[src/rtl/ifu_pkg.sv]
// Shared types and constants for the instruction fetch unit.
//   ifu_state_e : fetch FSM states
//   CLASS_*     : position and encodings of the instruction class field
package ifu_pkg;

   typedef enum logic [1:0] {
      StIdle,
      StFetch,
      StIssue,
      StHalt
   } ifu_state_e;

   localparam int unsigned CLASS_HI = 19;
   localparam int unsigned CLASS_LO = 18;

   localparam logic [1:0] CLASS_HALT  = 2'b00;
   localparam logic [1:0] CLASS_ALU   = 2'b01;
   localparam logic [1:0] CLASS_LOAD  = 2'b10;
   localparam logic [1:0] CLASS_STORE = 2'b11;

   function automatic logic is_halt_class(input logic [1:0] cls);
      return cls == CLASS_HALT;
   endfunction

endpackage

[src/rtl/instr_fetch_unit_mem.sv]
// Program memory for the fetch unit: 2**AddrBits words of Width bits.
// Synchronous write; synchronous read into a register that drives the CPU
// instruction bus directly and is cleared by the asynchronous reset.
// Ports:
//   clk_i, rst_ni      clock, async active-low reset (read register only)
//   we_i/waddr_i/wdata_i  write port
//   re_i/raddr_i       read enable and address
//   rdata_o            registered read data
//   rclass_o           class field of mem[raddr_i], used to decide HALT at the
//                      same edge that loads rdata_o
module instr_mem
   import ifu_pkg::*;
#(
   parameter int unsigned Width    = 20,
   parameter int unsigned AddrBits = 5
) (
   input  logic                clk_i,
   input  logic                rst_ni,
   input  logic                we_i,
   input  logic [AddrBits-1:0] waddr_i,
   input  logic [Width-1:0]    wdata_i,
   input  logic                re_i,
   input  logic [AddrBits-1:0] raddr_i,
   output logic [Width-1:0]    rdata_o,
   output logic [1:0]          rclass_o
);

   localparam int unsigned Depth = 2 ** AddrBits;

   logic [Width-1:0] mem_q [Depth];
   logic [Width-1:0] rdata_q;

   // Array is deliberately left without reset: contents survive rst_ni.
   always_ff @(posedge clk_i) begin
      if (we_i) begin
         mem_q[waddr_i] <= wdata_i;
      end
   end

   always_ff @(posedge clk_i or negedge rst_ni) begin
      if (!rst_ni) begin
         rdata_q <= '0;
      end else if (re_i) begin
         rdata_q <= mem_q[raddr_i];
      end
   end

   assign rdata_o  = rdata_q;
   assign rclass_o = mem_q[raddr_i][CLASS_HI:CLASS_LO];

endmodule

[src/rtl/instr_fetch_unit.sv]
// Instruction fetch unit: steps a PC through a loadable program memory and
// presents one instruction at a time to the CPU over a valid/ready handshake.
// Stops on a HALT-class word or after issuing the last memory word.
// Optional feature macro: IFU_STATS_EN adds issue_count_o, a saturating
// count of handshakes cleared by reset and by an accepted start.
// Ports:
//   clk_i, rst_ni                    clock, async active-low reset
//   prog_we_i/prog_addr_i/prog_data_i program load (ignored while busy)
//   start_i                          run from pc=0 (ignored while busy)
//   cpu_ready_i                      CPU accepts the presented instruction
//   instruction_o, instr_valid_o     instruction to CPU
//   pc_o                             address of presented/next instruction
//   busy_o, halted_o                 status
//   issue_count_o                    only with IFU_STATS_EN
module instr_fetch_unit
   import ifu_pkg::*;
#(
   parameter int unsigned INSTR_WIDTH = 20,
   parameter int unsigned PC_BITS     = 5
) (
   input  logic                   clk_i,
   input  logic                   rst_ni,
   input  logic                   prog_we_i,
   input  logic [PC_BITS-1:0]     prog_addr_i,
   input  logic [INSTR_WIDTH-1:0] prog_data_i,
   input  logic                   start_i,
   input  logic                   cpu_ready_i,
   output logic [INSTR_WIDTH-1:0] instruction_o,
   output logic                   instr_valid_o,
   output logic [PC_BITS-1:0]     pc_o,
   output logic                   busy_o,
   output logic                   halted_o
`ifdef IFU_STATS_EN
   ,
   output logic [7:0]             issue_count_o
`endif
);

   localparam logic [PC_BITS-1:0] PcLast = '1;
   localparam logic [PC_BITS-1:0] PcOne  = {{(PC_BITS-1){1'b0}}, 1'b1};

   ifu_state_e         state_q;
   logic [PC_BITS-1:0] pc_q;
   logic               valid_q;

   logic               busy;
   logic               accept_start;
   logic               handshake;
   logic               mem_re;
   logic [1:0]         mem_class;

   assign busy         = (state_q == StFetch) || (state_q == StIssue);
   assign accept_start = start_i && !busy;
   assign handshake    = (state_q == StIssue) && valid_q && cpu_ready_i;
   assign mem_re       = (state_q == StFetch);

   instr_mem #(
      .Width    (INSTR_WIDTH),
      .AddrBits (PC_BITS)
   ) u_mem (
      .clk_i    (clk_i),
      .rst_ni   (rst_ni),
      .we_i     (prog_we_i && !busy),
      .waddr_i  (prog_addr_i),
      .wdata_i  (prog_data_i),
      .re_i     (mem_re),
      .raddr_i  (pc_q),
      .rdata_o  (instruction_o),
      .rclass_o (mem_class)
   );

   always_ff @(posedge clk_i or negedge rst_ni) begin
      if (!rst_ni) begin
         state_q <= StIdle;
         pc_q    <= '0;
         valid_q <= 1'b0;
      end else begin
         unique case (state_q)
            StIdle, StHalt: begin
               if (start_i) begin
                  state_q <= StFetch;
                  pc_q    <= '0;
               end
            end
            StFetch: begin
               // Class is decided from the array at the same edge that loads
               // the read register, so a HALT word is never presented as valid.
               if (is_halt_class(mem_class)) begin
                  state_q <= StHalt;
                  valid_q <= 1'b0;
               end else begin
                  state_q <= StIssue;
                  valid_q <= 1'b1;
               end
            end
            StIssue: begin
               if (handshake) begin
                  valid_q <= 1'b0;
                  if (pc_q == PcLast) begin
                     state_q <= StHalt;
                  end else begin
                     pc_q    <= pc_q + PcOne;
                     state_q <= StFetch;
                  end
               end
            end
            default: state_q <= StIdle;
         endcase
      end
   end

   assign instr_valid_o = valid_q;
   assign pc_o          = pc_q;
   assign busy_o        = busy;
   assign halted_o      = (state_q == StHalt);

`ifdef IFU_STATS_EN
   logic [7:0] issue_count_q;

   always_ff @(posedge clk_i or negedge rst_ni) begin
      if (!rst_ni) begin
         issue_count_q <= '0;
      end else if (accept_start) begin
         issue_count_q <= '0;
      end else if (handshake && (issue_count_q != 8'hFF)) begin
         issue_count_q <= issue_count_q + 8'd1;
      end
   end

   assign issue_count_o = issue_count_q;
`endif

endmodule

[config.mk]
export PLATFORM = sky130hd
export DESIGN_NAME = instr_fetch_unit
export DESIGN_NICKNAME = d
export VERILOG_FILES = /design/src/rtl/ifu_pkg.sv /design/src/rtl/instr_fetch_unit_mem.sv /design/src/rtl/instr_fetch_unit.sv
export SDC_FILE = /design/constraint.sdc
export NUM_CORES = 1
export LEC_CHECK = 0
export ABC_AREA = 0
export BUFFER_PORTS_ARGS = -buffer_cell sky130_fd_sc_hd__buf_2
export CAP_MARGIN = 20
export CELL_PAD_IN_SITES_DETAIL_PLACEMENT = 1
export CELL_PAD_IN_SITES_GLOBAL_PLACEMENT = 1
export CORE_AREA = 2 2 287 204
export CTS_CLUSTER_SIZE = 30
export DETAILED_ROUTE_END_ITERATION = 7
export DIE_AREA = 0 0 289 206
export PLACE_DENSITY = 0.72
export SLEW_MARGIN = 20
export SYNTH_ARGS = -nofsm -noshare
export SYNTH_HDL_FRONTEND = slang
export SYNTH_SLANG_ARGS = --single-unit
[constraint.sdc]
create_clock -name clk_i -period 3.6 [get_ports clk_i]
set_input_delay 0 -clock clk_i [delete_from_list [all_inputs] [get_ports clk_i]]
set_output_delay 0 -clock clk_i [all_outputs]
set_load 0.05 [all_outputs]
==> flow_summary.rst, run 1 <==
.. list-table::
   :header-rows: 1

   * - Metric
     - Value
   * - Via count of the first global-routing pass
     - between 10000 and 15000
   * - Routed WL per cell
     - 30.3 um
   * - Num CTS Buffers
     - 59
   * - Count of pins over their slew limit
     - 0
   * - Outcome
     - finished clean
   * - Worst slew margin
     - 24.6%
   * - Setup crit start kind
     - flip-flop
   * - Category of the worst setup path capture point
     - flip-flop
   * - Number of cells on the worst hold path
     - 3
   * - Vertical extent of the die
     - 206 um
   * - Tightest Hold Check Type
     - input port to flip-flop
   * - Most frequent cells in the layout
     - sky130_fd_sc_hd__edfxtp_1 (640), sky130_fd_sc_hd__mux4_2 (167), sky130_fd_sc_hd__clkbuf_16 (59)
   * - Clk Latency, worst-skew pair
     - 620 ps
   * - Shortest period the worst path allows
     - 3230 ps
   * - Synth Area in Compound Gates
     - 2.82%
   * - IO Port Bufs
     - 57
   * - RSZ-0062 raised after global routing
     - no
   * - Final Hold Viols
     - 0
   * - Number of sinks handled by clock tree synthesis
     - 668
   * - Final worst-path cycle share
     - around 90%
   * - Post-CTS setup buffer count
     - 0
   * - Post-route core utilization
     - 51.7%
   * - Setup violations, final
     - 0
   * - Resize count post-CTS
     - 0
   * - Clock Pin Slew Worst Setup and Hold Paths
     - ~70 ps
   * - Global-route wire length before repair
     - around 95000 um
   * - Average cell area after synthesis
     - ~22 sq um
   * - Largest net degree at the start of global routing
     - 56
   * - Sequential fraction of design power
     - approximately 47%
   * - Initial standard-cell utilization of the core
     - a little under half
   * - ANT nets after route
     - 0
   * - Combinational cell fraction of total power
     - 19.8%
   * - Upper clock frequency limit
     - 309 MHz
   * - Adder-Cell Fraction of Synth Area
     - 0.242%
   * - Maximum fanout count along the critical path
     - 32
   * - Sequential cell area fraction in the yosys report
     - 77.1%
   * - Total Wirelength
     - approximately 65000 um
   * - Kind of critical path
     - flip-flop to flip-flop
   * - Placeable Area
     - 57200 sq um
   * - Arrival time of data at the critical path endpoint
     - 3700 ps
   * - Hold Path Origin
     - prog_addr_i[3]
   * - Starting DRC count in detailed routing
     - between 1500 and 2000
   * - Synthesized flop and latch total
     - 668
   * - Synthesis-to-finish area growth
     - 14.6%
   * - Switching power
     - 0.00530 W
   * - Summed instance area of the synthesized netlist
     - about 26000 sq um
   * - Syn Nets
     - 1227
   * - Xor/xnor cell area share of the yosys netlist
     - 0%
   * - Share of final-layout standard cells stronger than drive strength 1
     - 30.7%
   * - Placer's final routability congestion estimate
     - 0.785
   * - Launching point of the worst reg2reg path
     - pc_o[0]$_DFFE_PN0P_
   * - # Max-Cap Violations
     - 0
   * - Worst-Margin Slew
     - between 1000 and 1500 ps
   * - Via density
     - roughly 6.0
   * - Overflow left after global routing
     - 0
   * - Hpwl dp
     - 38200 um
   * - TritonCTS clock tree
     - built
   * - Placement row count
     - 74
   * - DRC violations left
     - 0
   * - Simple-Gate Fraction of Synth Area
     - 2.27%
   * - Relative contribution of the clock network to total power
     - 33.2%
   * - Setup slack on the worst flop-to-flop path
     - ~370 ps
   * - Required time reported for the critical path endpoint
     - 4070 ps
   * - Cell-internal power
     - 0.0139 W
   * - Power density over the cells
     - around 650 nW/um^2
   * - Number of diodes added for antenna fixing
     - 0
   * - Net count, final
     - 1366
   * - Hold Path Sink
     - u_mem.mem_q[30][13]$_DFFE_PP_
   * - Cell count after synthesis
     - around 1200
   * - Cts hold-fix bufs
     - 23
   * - Detailed-route via count
     - approximately 13000
   * - Leakage
     - 9.28 nW
   * - Setup total negative slack
     - 0 ps
   * - Overall global routing resource usage
     - between 20 and 25%
   * - Final Skew
     - around 21 ps
   * - Dominant combinational cell family by area after synthesis
     - multiplexers
   * - Sw frac
     - between 20% and 30%
   * - Initial antenna violation count
     - 3
   * - Largest voltage drop on the vdd net
     - 0.000490 V
   * - Root Buffer Master
     - sky130_fd_sc_hd__clkbuf_16
   * - Multiplexer share of the synthesized area
     - 16.0%
   * - Ports placed on the boundary
     - 58
   * - Register-to-Register Path Depth
     - 7
   * - Yosys warning count
     - 0
   * - CTS H-tree depth
     - 2
   * - X dimension of the die
     - around 290 um
   * - Commonest non-fill, non-tap cell in the layout
     - sky130_fd_sc_hd__edfxtp_1
   * - Number of buffers between clock root and the deepest sink
     - 3
   * - Total die area
     - between 50000 and 60000 sq um
   * - Synth unique cells
     - 40
   * - Worst r2r dst
     - instr_valid_o$_DFFE_PN0P_
   * - Total iterations of the first detailed-routing run
     - 5
[layout make-up]
type,count,area [sq um]
repair buffers,143,1080
inverters,19,71.3
multi-input cells,440,5590
well taps,760,951
fillers,5029,27600
flip-flops and latches,668,19900
clock inverters,15,174
clock buffers,96,1790
[layer usage]
layer  global-route usage (%)  wire length, um  vias to the layer above
li1                         -                -                     5237
met1                     33.0            28500                     7004
met2                     35.0            30600                      541
met3                     3.42             4530                       88
met4                     5.21             1210                        2
met5                        0               13                        -
[worst max-delay path: stages (launching register included)]
cell,delay (ps)
sky130_fd_sc_hd__dfrtp_4,930
sky130_fd_sc_hd__and2_1,620
sky130_fd_sc_hd__a22oi_1,190
sky130_fd_sc_hd__and4b_1,280
sky130_fd_sc_hd__a31o_2,230
sky130_fd_sc_hd__nor3_1,500
sky130_fd_sc_hd__buf_4,240
sky130_fd_sc_hd__o31ai_1,70
[cell usage after synthesis]
| master | number | share of area (%) |
|---|---|---|
| sky130_fd_sc_hd__edfxtp_1 | 640 | 74 |
| sky130_fd_sc_hd__mux4_2 | 167 | 15 |
| sky130_fd_sc_hd__nor2_1 | 47 | 0.68 |
| sky130_fd_sc_hd__nand2_1 | 39 | 0.57 |
| sky130_fd_sc_hd__mux2i_1 | 37 | 1.4 |
| sky130_fd_sc_hd__clkbuf_1 | 28 | 0.41 |
| sky130_fd_sc_hd__dfrtp_1 | 28 | 2.7 |
| sky130_fd_sc_hd__a21oi_1 | 24 | 0.47 |
| sky130_fd_sc_hd__buf_2 | 20 | 0.39 |
| sky130_fd_sc_hd__inv_1 | 19 | 0.28 |
| sky130_fd_sc_hd__a22oi_1 | 16 | 0.47 |
| sky130_fd_sc_hd__a21boi_0 | 14 | 0.41 |
| sky130_fd_sc_hd__and3_1 | 14 | 0.34 |
| sky130_fd_sc_hd__o31ai_1 | 14 | 0.41 |
| sky130_fd_sc_hd__o22ai_1 | 13 | 0.31 |
| sky130_fd_sc_hd__a21oi_2 | 9 | 0.31 |
| sky130_fd_sc_hd__buf_4 | 8 | 0.23 |
| sky130_fd_sc_hd__buf_1 | 6 | 0.087 |
| sky130_fd_sc_hd__nand3b_1 | 6 | 0.17 |
| sky130_fd_sc_hd__a22o_1 | 5 | 0.17 |
| sky130_fd_sc_hd__ha_1 | 5 | 0.24 |
| sky130_fd_sc_hd__o21ai_0 | 5 | 0.097 |
| sky130_fd_sc_hd__nand4_1 | 4 | 0.097 |
| sky130_fd_sc_hd__buf_6 | 3 | 0.13 |
| sky130_fd_sc_hd__nand4b_1 | 3 | 0.10 |
| sky130_fd_sc_hd__nor2b_1 | 2 | 0.048 |
| sky130_fd_sc_hd__nor3_1 | 2 | 0.039 |
| sky130_fd_sc_hd__or3_1 | 2 | 0.048 |
| sky130_fd_sc_hd__a21o_1 | 1 | 0.029 |
| sky130_fd_sc_hd__a31o_2 | 1 | 0.034 |
| sky130_fd_sc_hd__a31oi_1 | 1 | 0.024 |
| sky130_fd_sc_hd__and2_1 | 1 | 0.024 |
| sky130_fd_sc_hd__and4b_1 | 1 | 0.039 |
| sky130_fd_sc_hd__nand2b_1 | 1 | 0.024 |
| sky130_fd_sc_hd__nand3_1 | 1 | 0.019 |
| sky130_fd_sc_hd__nor3b_1 | 1 | 0.029 |
| sky130_fd_sc_hd__o21a_1 | 1 | 0.029 |
| sky130_fd_sc_hd__o32a_1 | 1 | 0.039 |
| sky130_fd_sc_hd__o32ai_1 | 1 | 0.034 |
| sky130_fd_sc_hd__or3b_2 | 1 | 0.034 |
[worst max-delay path by stage]
stage                                     to  cells past startpoint           startpoint
2_1_floorplan            pc_o[3]$_DFFE_PN0P_                     10  pc_o[2]$_DFFE_PN0P_
3_3_place_gp   u_mem.rdata_o[11]$_DFFE_PN0P_                      7  pc_o[0]$_DFFE_PN0P_
3_5_place_dp   u_mem.rdata_o[11]$_DFFE_PN0P_                      7  pc_o[0]$_DFFE_PN0P_
4_1_cts        u_mem.rdata_o[11]$_DFFE_PN0P_                      7  pc_o[0]$_DFFE_PN0P_
5_1_grt        u_mem.rdata_o[11]$_DFFE_PN0P_                      7  pc_o[0]$_DFFE_PN0P_
6_report           instr_valid_o$_DFFE_PN0P_                      7  pc_o[0]$_DFFE_PN0P_
[state kept, by name (all words and copies together), names as in the netlist]
register and count:
instr_valid_o 1, u_mem.rdata_o 20, state_q 2, pc_o 5, u_mem.mem_q 640
[metrics by stage]
step / power [W] / worst slack, ps / cell area (sq um) / hold slack, ps / cells
global placement: 0.0129 / 394 / 27400 / 190 / 2007
finish: 0.0192 / 366 / 29600 / 26.0 / 2141
detailed placement: 0.0130 / 403 / 27400 / 213 / 2007
global route: 0.0199 / 275 / 29600 / 49.0 / 2141
CTS: 0.0194 / 379 / 29600 / 7.15 / 2141
floorplan: 0.0118 / 958 / 25800 / -296 / 1192
[kinds of logic (layout without fill, tap and decap cells)]
logic type | after synthesis | after routing
buffers and inverters | 84 | 273
AO/OA/AOI/OAI | 106 | 106
flip-flops | 668 | 668
multiplexers | 204 | 204
adder cells (fa/ha/maj) | 5 | 5
AND/OR/NAND/NOR | 125 | 125
[power groups by stage]
stage	clock [W]	combinational, W	sequential (W)
after floorplan	0	0.00232	0.00945
after global placement	0	0.00372	0.00921
after detailed placement	0	0.00381	0.00922
after CTS	0.00648	0.00386	0.00906
after global routing	0.00676	0.00406	0.00907
final	0.00638	0.00381	0.00905
No activity file was read; power rests on OpenSTA's default activity.
==> inputs of run 2 (changes only) <==
--- a/config.mk
+++ b/config.mk
@@ -15,5 +15,5 @@
 export DETAILED_ROUTE_END_ITERATION = 7
 export DIE_AREA = 0 0 289 206
-export PLACE_DENSITY = 0.72
+export PLACE_DENSITY_LB_ADDON = 0.1
 export SLEW_MARGIN = 20
 export SYNTH_ARGS = -nofsm -noshare
==> constraint.sdc (replaced) <==
create_clock -name clk_i -period 3.6 [get_ports clk_i]
set_input_delay 0 -clock clk_i [delete_from_list [all_inputs] [get_ports clk_i]]
set_output_delay 0 -clock clk_i [all_outputs]
set_load 0.02 [all_outputs]
==> run 2 against run 1 <==
  * Setup slack improved by 330 ps
  * Core utilization rose by 0.54 points
  * Clock power rose by 9.6%
  * Via count fell by 2.7%
  * Combinational power fell by 10%
  * Largest cell class unchanged
==> flow_summary.rst, run 2 (synthesis gave the netlist of run 1 again) <==
.. list-table::
   :header-rows: 1

   * - Metric
     - Value
   * - Outcome
     - finished clean
   * - RSZ-0062 raised after global routing
     - no
   * - Flip-flop count of the largest register after layout
     - 640 (unchanged)
   * - Clk Latency, worst-skew pair
     - 610 ps (about the same)
   * - Number of buffers between clock root and the deepest sink
     - 3 (unchanged)
   * - Register with the highest flop count
     - u_mem.mem_q
   * - Category of the worst setup path capture point
     - flip-flop
   * - Worst-Margin Slew
     - 910 ps (-220 ps)
   * - Total die area
     - 59500 sq um (unchanged)
   * - # Max-Cap Violations
     - 0 (unchanged)
   * - Via density
     - 5.84 (-2.9%)
   * - TritonCTS clock tree
     - built
   * - Cts hold-fix bufs
     - 23 (unchanged)
   * - Upper clock frequency limit
     - 345 MHz (+12%)
   * - Final Skew
     - 20.6 ps (-0.398 ps)
   * - Largest voltage drop on the vdd net
     - 0.000443 V (-9.5%)
   * - Leakage
     - 9.39 nW (+1.2%)
   * - Placeable Area
     - 57200 sq um (unchanged)
   * - Setup Slack @ Placement
     - 693 ps (+289 ps)
   * - Tightest Hold Check Type
     - input port to flip-flop
   * - Commonest non-fill, non-tap cell in the layout
     - sky130_fd_sc_hd__edfxtp_1
   * - Setup total negative slack
     - 0 ps (unchanged)
   * - DRC violations left
     - 0 (unchanged)
   * - Final worst-path cycle share
     - 80.6% (-9.3 points)
   * - Slowest cell on the critical path
     - sky130_fd_sc_hd__nor2_2
   * - Arrival time of data at the critical path endpoint
     - 3200 ps (-500 ps)
   * - Routed WL per cell
     - 29.8 um (-1.7%)
   * - Overflow left after global routing
     - 0 (unchanged)
   * - Kind of critical path
     - flip-flop to flip-flop
   * - Total iterations of the first detailed-routing run
     - 5 (unchanged)
   * - Largest net degree at the start of global routing
     - 56 (unchanged)
   * - Root Buffer Master
     - sky130_fd_sc_hd__clkbuf_16
   * - Maximum fanout count along the critical path
     - 15 (-53%)
   * - Ports placed on the boundary
     - 58 (unchanged)
   * - Setup slack on the worst flop-to-flop path
     - 700 ps (+330 ps)
   * - Net count, final
     - 1372 (+0.44%)
   * - Clock Pin Slew Worst Setup and Hold Paths
     - 60 ps (about the same)
   * - Vertical extent of the die
     - 206 um (unchanged)
   * - Count of buffering cells on the critical path with inverters included
     - 2 (+1)
   * - Setup violations, final
     - 0 (unchanged)
   * - Placer's final routability congestion estimate
     - 0.759 (-3.3%)
   * - Worst slew margin
     - 39.3% (+15 points)
   * - Gate family responsible for the most delay along the worst path
     - simple AND/OR/NAND/NOR gates
   * - Initial antenna violation count
     - 4 (+1)
   * - Via count of the first global-routing pass
     - 13414 (-1.8%)
   * - Placement row count
     - 74 (unchanged)
   * - Most frequent cells in the layout
     - sky130_fd_sc_hd__edfxtp_1 (640), sky130_fd_sc_hd__mux4_2 (167), sky130_fd_sc_hd__clkbuf_16 (73)
   * - Setup crit start kind
     - flip-flop
   * - Starting DRC count in detailed routing
     - 1128 (-31%)
   * - Total Wirelength
     - 63900 um (-1.5%)
   * - Hpwl dp
     - 37400 um (-2.1%)
   * - Fill cell instance count of the final layout
     - 4994 (-0.70%)
   * - Shortest period the worst path allows
     - 2900 ps (-334 ps)
   * - Maximum single-stage delay on the critical path
     - 700 ps (-230 ps)
   * - Initial standard-cell utilization of the core
     - 45.1% (unchanged)
   * - Num CTS Buffers
     - 67 (+14%)
   * - X dimension of the die
     - 289 um (unchanged)
   * - Share of final-layout standard cells stronger than drive strength 1
     - 30.4% (-0.26 points)
   * - Global-route wire length before repair
     - 93700 um (-1.1%)
   * - Post-route core utilization
     - 52.2% (+0.54 points)
   * - Worst Hold Margin
     - 49.0 ps (+23.1 ps)
   * - Overall global routing resource usage
     - 22.3% (+0.097 points)
   * - Count of pins over their slew limit
     - 0 (unchanged)
   * - Cell Chain, Critical Path
     - inv_1 > ha_1 > nand4_1 > nor2_2 > buf_12
   * - Detailed-route via count
     - 12525 (-2.7%)
   * - IO Port Bufs
     - 57 (unchanged)
   * - Number of sinks handled by clock tree synthesis
     - 668 (unchanged)
   * - ANT nets after route
     - 0 (unchanged)
   * - CTS H-tree depth
     - 3 (+1)
   * - Crit path setup slack, layout
     - 699 ps (+334 ps)
   * - Power density over the cells
     - 651 nW/um^2 (about the same)
   * - Required time reported for the critical path endpoint
     - 3900 ps (-170 ps)
   * - Resize count post-CTS
     - 0 (unchanged)
   * - Final Hold Viols
     - 0 (unchanged)
   * - Synthesis-to-finish area growth
     - 15.7%
   * - Post-CTS setup buffer count
     - 0 (unchanged)
[run 2: final cells by class]
cell class / count / area, sq um / share of cell area, %
flip-flops and latches: 668 / 19900 / 66.7
multi-input cells: 440 / 5590 / 18.7
clock buffers: 98 / 2000 / 6.69
repair buffers: 141 / 1160 / 3.89
well taps: 760 / 951 / 3.18
clock inverters: 17 / 178 / 0.594
inverters: 19 / 71.3 / 0.239
diodes: 2 / 5.00 / 0.0167
[run 2: metal layers]
layer	global-route usage, %	part of all wire, %	up-vias	wire, um
li1	-	-	5261	-
met4	5.38	1.8	4	1170
met1	32.7	46	6846	29400
met5	0	0.042	-	27
met2	34.7	47	327	30100
met3	4.54	5.1	87	3260
[run 2: path summary, 6_finish.rpt]
| path | endpoint | start | cells after the start |
|---|---|---|---|
| max | u_mem.mem_q[15][14]$_DFFE_PP_ | state_q[0]$_DFFE_PN0P_ | 5 |
| min | u_mem.mem_q[5][0]$_DFFE_PP_ | prog_addr_i[2] | 3 |
| max reg2reg | u_mem.mem_q[15][14]$_DFFE_PP_ | state_q[0]$_DFFE_PN0P_ | 5 |
| min reg2reg | u_mem.rdata_o[16]$_DFFE_PN0P_ | u_mem.rdata_o[16]$_DFFE_PN0P_ | 2 |
| max in group asynchronous | pc_o[0]$_DFFE_PN0P_ | rst_ni | 2 |
| min in group asynchronous | instr_valid_o$_DFFE_PN0P_ | rst_ni | 2 |
[run 2: through the flow]
step,total power [W],cells,cell area (sq um)
floorplan,0.0115,1192,25800
global route,0.0202,2145,29900
detailed placement,0.0127,2005,27500
CTS,0.0197,2143,29900
global placement,0.0126,2005,27500
finish,0.0194,2145,29900
[run 2: power breakdown]
| part | internal (W) | switching, W |
|---|---|---|
| Sequential | 0.00876 | 0.000268 |
| Clock | 0.00413 | 0.00286 |
| Combinational | 0.00157 | 0.00185 |
[run 2: tightest hold or removal path: stages]
cell                      delay (ps)
sky130_fd_sc_hd__buf_2           140
sky130_fd_sc_hd__nand2_1         200
sky130_fd_sc_hd__nor2_2          120
==> inputs of run 3 (changes only) <==
clock period = 2.8 ns   (was 3.6 ns; I/O delays follow)
==> run 3 against run 2 <==
  * Critical path depth rose by 2
  * Final area increased by 2.1%
  * Core utilization rose by 1.1 points
  * Setup slack got worse by 470 ps
  * Largest cell class unchanged
  * Non-clock buffer count is 58 higher
  * Clock power increased by 24%
  * Highest routed layer unchanged
  * Final cell count grew 2.9%
  * Sequential power increased by 28%
  * Clock skew shrank 4.7 ps
  * Total power is 30% higher
  * Sequential cell count did not move
  * Routed wire length rose by 3.8%
==> flow_summary.rst, run 3 (synthesis gave the netlist of run 1 again) <==
.. list-table::
   :header-rows: 1

   * - Metric
     - Value
   * - Outcome
     - finished clean
   * - Num CTS Buffers
     - 66 (-1.5%)
   * - Root Buffer Master
     - sky130_fd_sc_hd__clkbuf_16
   * - Placement row count
     - 74 (unchanged)
   * - Maximum fanout count along the critical path
     - 30 (+15)
   * - Vertical extent of the die
     - 206 um (unchanged)
   * - Global-route wire length before repair
     - 96500 um (+3.1%)
   * - Routed WL per cell
     - 30.0 um (+0.87%)
   * - Largest voltage drop on the vdd net
     - 0.000487 V (+9.9%)
   * - Setup Slack @ Placement
     - 81.6 ps (-611 ps)
   * - Setup crit start kind
     - flip-flop
   * - Flip-flop count of the largest register after layout
     - 640 (unchanged)
   * - X dimension of the die
     - 289 um (unchanged)
   * - Layout Cells excl Fill
     - 2207 (+2.9%)
   * - Upper clock frequency limit
     - 388 MHz (+13%)
   * - Worst Hold Margin
     - 74.8 ps (+25.7 ps)
   * - Number of cells on the worst hold path
     - 3 (unchanged)
   * - Hold Path Sink
     - u_mem.mem_q[23][3]$_DFFE_PP_
   * - Total die area
     - 59500 sq um (unchanged)
   * - Worst slew margin
     - 33.7% (-5.6 points)
   * - Crit path setup slack, layout
     - 225 ps (-474 ps)
   * - Tightest Hold Check Type
     - input port to flip-flop
   * - Via count of the first global-routing pass
     - 13531 (+0.87%)
   * - Arrival time of data at the critical path endpoint
     - 3030 ps (-170 ps)
   * - Overall global routing resource usage
     - 23.1% (+0.76 points)
   * - Launching point of the worst reg2reg path
     - pc_o[1]$_DFFE_PN0P_
   * - Hpwl dp
     - 39900 um (+6.8%)
   * - IO Port Bufs
     - 57 (unchanged)
   * - Count of pins over their slew limit
     - 0 (unchanged)
   * - Kind of critical path
     - flip-flop to flip-flop
   * - Fill cell instance count of the final layout
     - 4998 (+0.080%)
   * - Cell-internal power
     - 0.0185 W (+28%)
   * - Switching power
     - 0.00668 W (+34%)
   * - Register-to-Register Path Depth
     - 7 (+2)
   * - Category of the worst setup path capture point
     - flip-flop
   * - Register with the highest flop count
     - u_mem.mem_q
   * - Required time reported for the critical path endpoint
     - 3260 ps (-640 ps)
   * - Share of final-layout standard cells stronger than drive strength 1
     - 33.5% (+3.1 points)
   * - Placeable Area
     - 57200 sq um (unchanged)
   * - Via density
     - 5.83 (-0.18%)
   * - Worst r2r dst
     - u_mem.rdata_o[7]$_DFFE_PN0P_
   * - Clock Pin Slew Worst Setup and Hold Paths
     - 60 ps (about the same)
   * - # Max-Cap Violations
     - 0 (unchanged)
   * - Clk Latency, worst-skew pair
     - 600 ps (about the same)
   * - Most frequent cells in the layout
     - sky130_fd_sc_hd__edfxtp_1 (640), sky130_fd_sc_hd__mux4_2 (167), sky130_fd_sc_hd__buf_4 (81)
   * - Worst-Margin Slew
     - 995 ps (+84.7 ps)
   * - Net count, final
     - 1429 (+4.2%)
   * - RSZ-0062 raised after global routing
     - no
   * - Shortest period the worst path allows
     - 2570 ps (-326 ps)
   * - Setup slack on the worst flop-to-flop path
     - 230 ps (-470 ps)
   * - Placed Cells incl. Taps
     - 2055 (+2.5%)
   * - Setup total negative slack
     - 0 ps (unchanged)
   * - Number of sinks handled by clock tree synthesis
     - 668 (unchanged)
   * - Sequential fraction of design power
     - 45.8% (-0.6 points)
   * - DRC violations left
     - 0 (unchanged)
   * - Setup violations, final
     - 0 (unchanged)
   * - Ports placed on the boundary
     - 58 (unchanged)
   * - Final Skew
     - 16.0 ps (-4.67 ps)
   * - ANT nets after route
     - 0 (unchanged)
   * - Placer's final routability congestion estimate
     - 0.737 (-2.9%)
   * - Final Hold Viols
     - 0 (unchanged)
   * - Overflow left after global routing
     - 0 (unchanged)
   * - Largest net degree at the start of global routing
     - 38 (-32%)
   * - Power density over the cells
     - 826 nW/um^2 (+27%)
   * - Number of buffers between clock root and the deepest sink
     - 3 (unchanged)
   * - Post-route core utilization
     - 53.3% (+1.1 points)
   * - Synthesis-to-finish area growth
     - 18.2%
   * - Final worst-path cycle share
     - 92.0% (+11 points)
   * - TritonCTS clock tree
     - built
   * - Total iterations of the first detailed-routing run
     - 5 (unchanged)
   * - Hold Path Origin
     - prog_addr_i[2]
   * - Sw frac
     - 26.5% (+0.86 points)
   * - Detailed-route via count
     - 12864 (+2.7%)
   * - Combinational cell fraction of total power
     - 19.9% (+2.3 points)
   * - Initial standard-cell utilization of the core
     - 45.1% (unchanged)
   * - Initial antenna violation count
     - 2 (-2)
   * - Leakage
     - 9.73 nW (+3.6%)
   * - Relative contribution of the clock network to total power
     - 34.3% (-1.6 points)
   * - Starting DRC count in detailed routing
     - 1187 (+5.2%)
   * - Commonest non-fill, non-tap cell in the layout
     - sky130_fd_sc_hd__edfxtp_1
   * - Total Wirelength
     - 66300 um (+3.8%)
   * - CTS H-tree depth
     - 3 (unchanged)
[run 3: cell count changes in the layout (fill, tap and decap cells not counted), moves of 3 or more]
cell / previous run / this run
sky130_fd_sc_hd__buf_4: 46 / 81
sky130_fd_sc_hd__clkbuf_8: 8 / 11
sky130_fd_sc_hd__buf_12: 15 / 38
sky130_fd_sc_hd__clkinv_2: 3 / 12
sky130_fd_sc_hd__bufinv_16: 4 / 1
sky130_fd_sc_hd__clkbuf_16: 73 / 69
[run 3: critical path, cell delays in order (launching register included)]
cell                       delay (ps)
sky130_fd_sc_hd__dfrtp_4          690
sky130_fd_sc_hd__buf_12           290
sky130_fd_sc_hd__buf_4            260
sky130_fd_sc_hd__mux4_2           330
sky130_fd_sc_hd__a21oi_1          190
sky130_fd_sc_hd__inv_1             80
sky130_fd_sc_hd__a21boi_0         410
sky130_fd_sc_hd__o31ai_1          130
[run 3: power by group through the flow]
stage	logic [W]	registers, W	clock network (W)
floorplan	0.00294	0.0118	0
global placement	0.00487	0.0118	0
detailed placement	0.00493	0.0118	0
CTS	0.00498	0.0116	0.00882
global route	0.00535	0.0116	0.00919
finish	0.00501	0.0116	0.00864
[run 3: worst max-delay path by stage]
stage	start	endpoint	slack (ps)	cells past startpoint
2_1_floorplan	state_q[0]$_DFFE_PN0P_	u_mem.mem_q[12][0]$_DFFE_PP_	180	6
3_3_place_gp	pc_o[0]$_DFFE_PN0P_	u_mem.rdata_o[7]$_DFFE_PN0P_	110	7
3_5_place_dp	pc_o[0]$_DFFE_PN0P_	u_mem.rdata_o[7]$_DFFE_PN0P_	80	7
4_1_cts	pc_o[0]$_DFFE_PN0P_	u_mem.rdata_o[7]$_DFFE_PN0P_	70	7
5_1_grt	pc_o[1]$_DFFE_PN0P_	u_mem.rdata_o[7]$_DFFE_PN0P_	70	7
6_report	pc_o[1]$_DFFE_PN0P_	u_mem.rdata_o[7]$_DFFE_PN0P_	230	7
[run 3: final cells by class]
class / count / area (sq um) / area share [%]
inverter: 19 / 71.3 / 0.234
sequential: 668 / 19900 / 65.3
timing repair buffer: 199 / 1880 / 6.18
antenna: 1 / 2.50 / 0.00820
multi-input combinational: 440 / 5590 / 18.3
tap: 760 / 951 / 3.12
clock inverter: 23 / 138 / 0.451
clock buffer: 97 / 1940 / 6.37
[run 3: what timing repair did]
item                                   in CTS  in global routing
hold buffers                               23                  0
setup endpoints to repair                   0                  1
buffers inserted                            0                  8
gates resized for setup                     0                  0
endpoints found under the hold margin     671                  0
[run 3: through the flow]
stage	total power (W)	area (sq um)
4_1_cts	0.0254	30400
3_5_place_dp	0.0167	28100
2_1_floorplan	0.0147	25800
6_report	0.0252	30500
3_3_place_gp	0.0167	28100
5_1_grt	0.0261	30500
[run 3: per-layer routing]
layer / wire length (um) / up-vias / global-route usage [%] / part of all wire [%]
li1: - / 5388 / - / -
met1: 30400 / 7015 / 34.7 / 46
met2: 31000 / 372 / 35.3 / 47
met3: 3600 / 87 / 4.46 / 5.4
met4: 1280 / 2 / 5.12 / 1.9
met5: 12 / - / 0 / 0.018
